**src/rtl/bubble_sort_engine.sv**
```systemverilog
`default_nettype none
// bubble_sort_engine: in-place bubble sort over an external sync-read RAM, then streams the result.
// Rev 1.0
module bubble_sort_engine #(
  parameter int DATA_W = 8,
  parameter int DEPTH  = 8,
  parameter int ADDR_W = 3,
  parameter int SWAP_W = 16
) (
  input  logic              c_clk,
  input  logic              c_rst,
  input  logic              c_go,
  input  logic              c_desc,
  output logic              c_busy,
  output logic              c_done,
  output logic [ADDR_W-1:0] c_addr,
  output logic              c_re,
  output logic              c_we,
  output logic [DATA_W-1:0] c_wdata,
  input  logic [DATA_W-1:0] c_rdata,
  output logic              c_out_valid,
  output logic [DATA_W-1:0] c_out_data,
  input  logic              c_out_ready,
  output logic [SWAP_W-1:0] c_swaps
);

  localparam int LAST_PASS = (DEPTH >= 2) ? DEPTH - 2 : 0;
  localparam logic [ADDR_W-1:0] c_last_pass = ADDR_W'(LAST_PASS);
  localparam logic [ADDR_W-1:0] c_last_out  = ADDR_W'(DEPTH - 1);
  localparam logic [ADDR_W-1:0] c_addr_one  = ADDR_W'(1);
  localparam logic [SWAP_W-1:0] c_swap_one  = SWAP_W'(1);

  typedef enum logic [3:0] {
    S_IDLE      = 4'd0,
    S_PASS_INIT = 4'd1,
    S_RD_A      = 4'd2,
    S_RD_B      = 4'd3,
    S_LATCH     = 4'd4,
    S_CMP       = 4'd5,
    S_WR_A      = 4'd6,
    S_WR_B      = 4'd7,
    S_NEXT      = 4'd8,
    S_PASS_END  = 4'd9,
    S_OUT_RD    = 4'd10,
    S_OUT_WAIT  = 4'd11,
    S_OUT_HOLD  = 4'd12,
    S_DONE      = 4'd13
  } state_t;

  state_t            state_q, state_d;
  logic [ADDR_W-1:0] pass_q, pass_d;
  logic [ADDR_W-1:0] idx_q, idx_d;
  logic [ADDR_W-1:0] oidx_q, oidx_d;
  logic [DATA_W-1:0] t1_q, t1_d, t2_q, t2_d;
  logic              swapped_q, swapped_d;
  logic              desc_q, desc_d;
  logic [SWAP_W-1:0] swaps_q, swaps_d;
  logic              valid_q, valid_d;
  logic [DATA_W-1:0] odata_q, odata_d;
  logic              w_swap;

  // Strict compare keeps equal elements in place, so the sort is stable.
  assign w_swap = desc_q ? (t1_q < t2_q) : (t1_q > t2_q);

  assign c_busy      = (state_q != S_IDLE) && (state_q != S_DONE);
  assign c_out_valid = valid_q;
  assign c_out_data  = odata_q;
  assign c_swaps     = swaps_q;

  always_ff @(posedge c_clk) begin
    if (c_rst) begin
      state_q   <= S_IDLE;
      pass_q    <= '0;
      idx_q     <= '0;
      oidx_q    <= '0;
      t1_q      <= '0;
      t2_q      <= '0;
      swapped_q <= 1'b0;
      desc_q    <= 1'b0;
      swaps_q   <= '0;
      valid_q   <= 1'b0;
      odata_q   <= '0;
    end else begin
      state_q   <= state_d;
      pass_q    <= pass_d;
      idx_q     <= idx_d;
      oidx_q    <= oidx_d;
      t1_q      <= t1_d;
      t2_q      <= t2_d;
      swapped_q <= swapped_d;
      desc_q    <= desc_d;
      swaps_q   <= swaps_d;
      valid_q   <= valid_d;
      odata_q   <= odata_d;
    end
  end

  always_comb begin
    state_d   = state_q;
    pass_d    = pass_q;
    idx_d     = idx_q;
    oidx_d    = oidx_q;
    t1_d      = t1_q;
    t2_d      = t2_q;
    swapped_d = swapped_q;
    desc_d    = desc_q;
    swaps_d   = swaps_q;
    valid_d   = valid_q;
    odata_d   = odata_q;
    c_re      = 1'b0;
    c_we      = 1'b0;
    c_addr    = '0;
    c_wdata   = '0;
    c_done    = 1'b0;

    case (state_q)
      S_IDLE: begin
        if (c_go) begin
          desc_d  = c_desc;
          pass_d  = '0;
          swaps_d = '0;
          oidx_d  = '0;
          state_d = (DEPTH == 1) ? S_OUT_RD : S_PASS_INIT;
        end
      end
      S_PASS_INIT: begin
        idx_d     = '0;
        swapped_d = 1'b0;
        state_d   = S_RD_A;
      end
      S_RD_A: begin
        c_re    = 1'b1;
        c_addr  = idx_q;
        state_d = S_RD_B;
      end
      S_RD_B: begin
        c_re    = 1'b1;
        c_addr  = idx_q + c_addr_one;
        t1_d    = c_rdata;
        state_d = S_LATCH;
      end
      S_LATCH: begin
        t2_d    = c_rdata;
        state_d = S_CMP;
      end
      S_CMP: begin
        state_d = w_swap ? S_WR_A : S_NEXT;
      end
      S_WR_A: begin
        c_we    = 1'b1;
        c_addr  = idx_q;
        c_wdata = t2_q;
        state_d = S_WR_B;
      end
      S_WR_B: begin
        c_we      = 1'b1;
        c_addr    = idx_q + c_addr_one;
        c_wdata   = t1_q;
        swapped_d = 1'b1;
        if (swaps_q != '1) swaps_d = swaps_q + c_swap_one;
        state_d   = S_NEXT;
      end
      S_NEXT: begin
        if (idx_q == (c_last_pass - pass_q)) begin
          state_d = S_PASS_END;
        end else begin
          idx_d   = idx_q + c_addr_one;
          state_d = S_RD_A;
        end
      end
      S_PASS_END: begin
        // A pass with no swaps proves the array is already ordered.
        if (!swapped_q || (pass_q == c_last_pass)) begin
          oidx_d  = '0;
          state_d = S_OUT_RD;
        end else begin
          pass_d  = pass_q + c_addr_one;
          state_d = S_PASS_INIT;
        end
      end
      S_OUT_RD: begin
        c_re    = 1'b1;
        c_addr  = oidx_q;
        state_d = S_OUT_WAIT;
      end
      S_OUT_WAIT: begin
        odata_d = c_rdata;
        valid_d = 1'b1;
        state_d = S_OUT_HOLD;
      end
      S_OUT_HOLD: begin
        if (c_out_ready) begin
          valid_d = 1'b0;
          if (oidx_q == c_last_out) begin
            state_d = S_DONE;
          end else begin
            oidx_d  = oidx_q + c_addr_one;
            state_d = S_OUT_RD;
          end
        end
      end
      S_DONE: begin
        c_done  = 1'b1;
        state_d = S_IDLE;
      end
      default: state_d = S_IDLE;
    endcase
  end

endmodule
`default_nettype wire

```
**config.mk**
```make
export PLATFORM = sky130hd
export DESIGN_NAME = bubble_sort_engine
export DESIGN_NICKNAME = d
export VERILOG_FILES = /design/src/rtl/bubble_sort_engine.sv
export SDC_FILE = /design/constraint.sdc
export NUM_CORES = 1
export LEC_CHECK = 0
export ABC_AREA = 1
export CAP_MARGIN = 0
export CORE_UTILIZATION = 32
export DETAILED_ROUTE_END_ITERATION = 8
export SKIP_LAST_GASP = 1
export SYNTH_ARGS = -nofsm -noshare
export SYNTH_HDL_FRONTEND = slang
export SYNTH_SLANG_ARGS = --single-unit
```
**constraint.sdc**
```tcl
create_clock -name c_clk -period 2.6 [get_ports c_clk]
set_clock_uncertainty 0.05 [all_clocks]
set_input_delay 0.39 -clock c_clk [delete_from_list [all_inputs] [get_ports c_clk]]
set_output_delay 0.39 -clock c_clk [all_outputs]
set_load 0.005 [all_outputs]
```
==> results.yml <==
global_route:
  first_global_vias: 2833
  grt-ovfl-total: 0
  antenna_found_initial: 0
  grt_start_max_net_pins: 31
  grt_pass1_wl_um: 13100
  grtUsageTotal_pct: 16.3
detailed_routing:
  vias_per_cell: 4.72
  ant_nets: 0
  first_iter_violations: 124
  wl_met2_um: 3510
  drc: 0
  post_drt_wl_per_cell_um: 12.3
  drt_wl_total_um: 7830
  dr.pass1.iters: 4
  dr.max_layer_used: "met4"
  num_vias: 3010
  wl_met3_um: 394
  wl_met1_um: 3840
clock_tree:
  clock_sinks: 56
  h-tree-depth: 2
  clock_path_buffers: 2
  numCtsBuffers: 5
  tritoncts: "yes"
  clk_pin_slew_worst_paths_ns: 0.11
  cts_hold_buf: 0
  worstSkewPairLatency_ns: 0.31
  cts_root_buffer: "clkbuf_8"
layout:
  layout.nets: 535
  drive_above_1_share_pct: 8.45
  area_growth_pct: 27.2
  fillers: 1019
  final_util_pct: 42.1
  antenna_cells: 0
  instances_no_fill: 638
floorplanning:
  pin_count: 53
  coreArea_mm2: 0.00928
  rows: 35
  dieArea_mm2: 0.0100
  die_w_um: 100
  start_util_pct: 33.1
  die_y_um: 100
synth:
  ys_async_sr_fraction_pct: 0
  synth_most_common_cell: "nand2_1"
  syn_area_mm2: 0.00307
  synth_cell_types: 37
  syn_nets: 476
  synth_ff_type: "dfxtp_1"
  syn_area_per_cell_um2: 6.84
  yosys.area.top_type_share_pct: 36.5
  synth-seq-cells: 56
  yosys_warnings: 0
  synthTopCellsByArea: "dfxtp_1 36%, nand2_1 9.6%, nor2_1 9.3%, o21ai_0 6.7%, inv_1 5.9%"
  synthTopCellsByCount: "79 x nand2_1, 76 x nor2_1, 56 x dfxtp_1"
  synth_cells: 449
  ys_seq_area_share_pct: 36.5
  synth-edff-count: 0
  yosysTopAreaCell: "dfxtp_1"
run:
  max_cap_violations: 0
critical_path:
  end_kind: "output port"
  max_stage_delay_ns: 0.54
  cp-start-kind: "flop"
  crit_type: "flop to output port"
  arrival_ns: 2.00
  worstPathCellList: "nand2_1, inv_1, nand2_4, clkinvlp_4, nand2_1, o21ai_0, clkdlybuf4s50_1"
  worst-path-max-fanout: 11
  r2r_cells: 9
  crit_required_ns: 2.16
  worst_r2r_endpoint: "c_swaps[10]"
  reg2reg_from: "c_swaps[0]"
  critical_path.most_common_cell: "nand2_1"
  slowest_stage: "clkdlybuf4s50_1"
  reg2reg_slack_ns: 0.53
placement:
  dp_cells: 625
  portBuffers: 52
  place_hpwl_um: 5790
  dp_slack_ns: 0.339
  gp_congestion: 0.846
power:
  power_frac_seq_pct: 50.9
  combinationalPowerShare_pct: 15.7
  clkPwrFrac_pct: 33.4
  worst_ir_drop_vdd_mv: 0.220
  sw_frac_of_total_pct: 28.4
  power.density_mw_per_mm2: 456
  p_int_mw: 1.28
  power.switching_uw: 505
  p_leak_nw: 1.56
sta:
  fin_crit_sh_pct: 93.8
  fin_hold_ws_ns: 0.431
  maxSlewHeadroom_pct: 72.8
  hold_viol: 0
  fin_crit_ns: 2.44
  finalSetupTns_ns: 0
  maxSlewViolCount: 0
  fin_ws_ns: 0.161
  final-setup-viol-count: 0
  max_freq_mhz: 410
  worst_pin_slew_ns: 0.406
hold_path:
  hold_path.class: "flop to flop"
  hold_end: "swapped_q"
  hp-start: "swapped_q"
  hold_depth: 2
status:
  status: "finished clean"
timing repair:
action,CTS,global route
endpoints found under the setup margin,3,10
buffers inserted,0,4
resized for setup,2,4
pin swaps,0,0
gates cloned,0,1
worst max-delay path by stage:
stage	from	to	slack (ns)
3_3_place_gp	state_q[1]	c_wdata[3]	0.38
5_1_grt	state_q[1]	c_wdata[3]	-0.02
4_1_cts	state_q[1]	c_wdata[3]	0.04
6_report	state_q[1]	c_wdata[3]	0.16
2_1_floorplan	c_swaps[0]	c_swaps[14]	0.86
3_5_place_dp	state_q[1]	c_wdata[3]	0.34
critical path, delay by kind of cell (launching register included):
kind            cells  cell delay [ns]
compound gates      1             0.08
buf+inv             3             0.85
flops               1             0.39
simple gates        3             0.36
registers in the layout, indices dropped and copies added (netlist names):
name         count
c_out_data       8
c_out_valid      1
c_swaps         16
desc_q           1
idx_q            3
oidx_q           3
pass_q           3
state_q          4
swapped_q        1
t1_q             8
t2_q             8
power groups by stage:
stage | clock network [mW] | logic, mW | registers (mW)
2_1_floorplan | 0 | 0.194 | 0.919
3_3_place_gp | 0 | 0.276 | 0.924
3_5_place_dp | 0 | 0.278 | 0.924
4_1_cts | 0.604 | 0.279 | 0.904
5_1_grt | 0.637 | 0.322 | 0.910
6_report | 0.594 | 0.280 | 0.906
logic make-up after synthesis:
kind of cell             count (synthesis)  share of synthesized area (%)
XOR/XNOR                                10                           2.85
AO/OA/AOI/OAI                           89                           15.4
AND/OR/NAND/NOR                        217                           31.5
flip-flops                              56                           36.5
adder cells (fa/ha/maj)                 14                           5.70
buffers and inverters                   63                           8.06
layout make-up:
type	count	area (µm²)	area share [%]
clock inverter	3	42.5	1.09
sequential	56	1120	28.7
tap	129	161	4.13
timing repair buffer	61	588	15.0
timing repair inverter	1	7.51	0.192
multi-input combinational	330	1710	43.9
clock buffer	5	68.8	1.76
inverter	53	203	5.19
layer usage:
| metal | up-vias | global-route usage, % |
|---|---|---|
| li1 | 1587 | - |
| met1 | 1347 | 21.9 |
| met2 | 69 | 26.6 |
| met3 | 7 | 3.48 |
| met4 | 0 | 4.35 |
| met5 | - | 0 |
layout by cell type, fill, tap and decap left out, types with 4 or more instances in the layout:
cell | netlist | layout
nand2_1 | 79 | 78
nor2_1 | 76 | 75
dfxtp_1 | 56 | 55
clkdlybuf4s50_1 | 0 | 52
inv_1 | 48 | 47
o21ai_0 | 41 | 41
a21oi_1 | 35 | 35
nand3_1 | 29 | 29
ha_1 | 14 | 14
buf_4 | 0 | 9
nor3_1 | 8 | 8
xor2_1 | 8 | 8
nand4_1 | 6 | 6
clkbuf_8 | 0 | 5
nor2_4 | 3 | 4
inv_2 | 4 | 4
or2_2 | 4 | 4
per-stage QoR:
step                power, mW  instance area (µm²)
finish                   1.78                 3910
CTS                      1.79                 3860
global placement         1.20                 3740
floorplan                1.11                 3070
global route             1.87                 3910
detailed placement       1.20                 3740
Power figures use the tool's default switching activity.
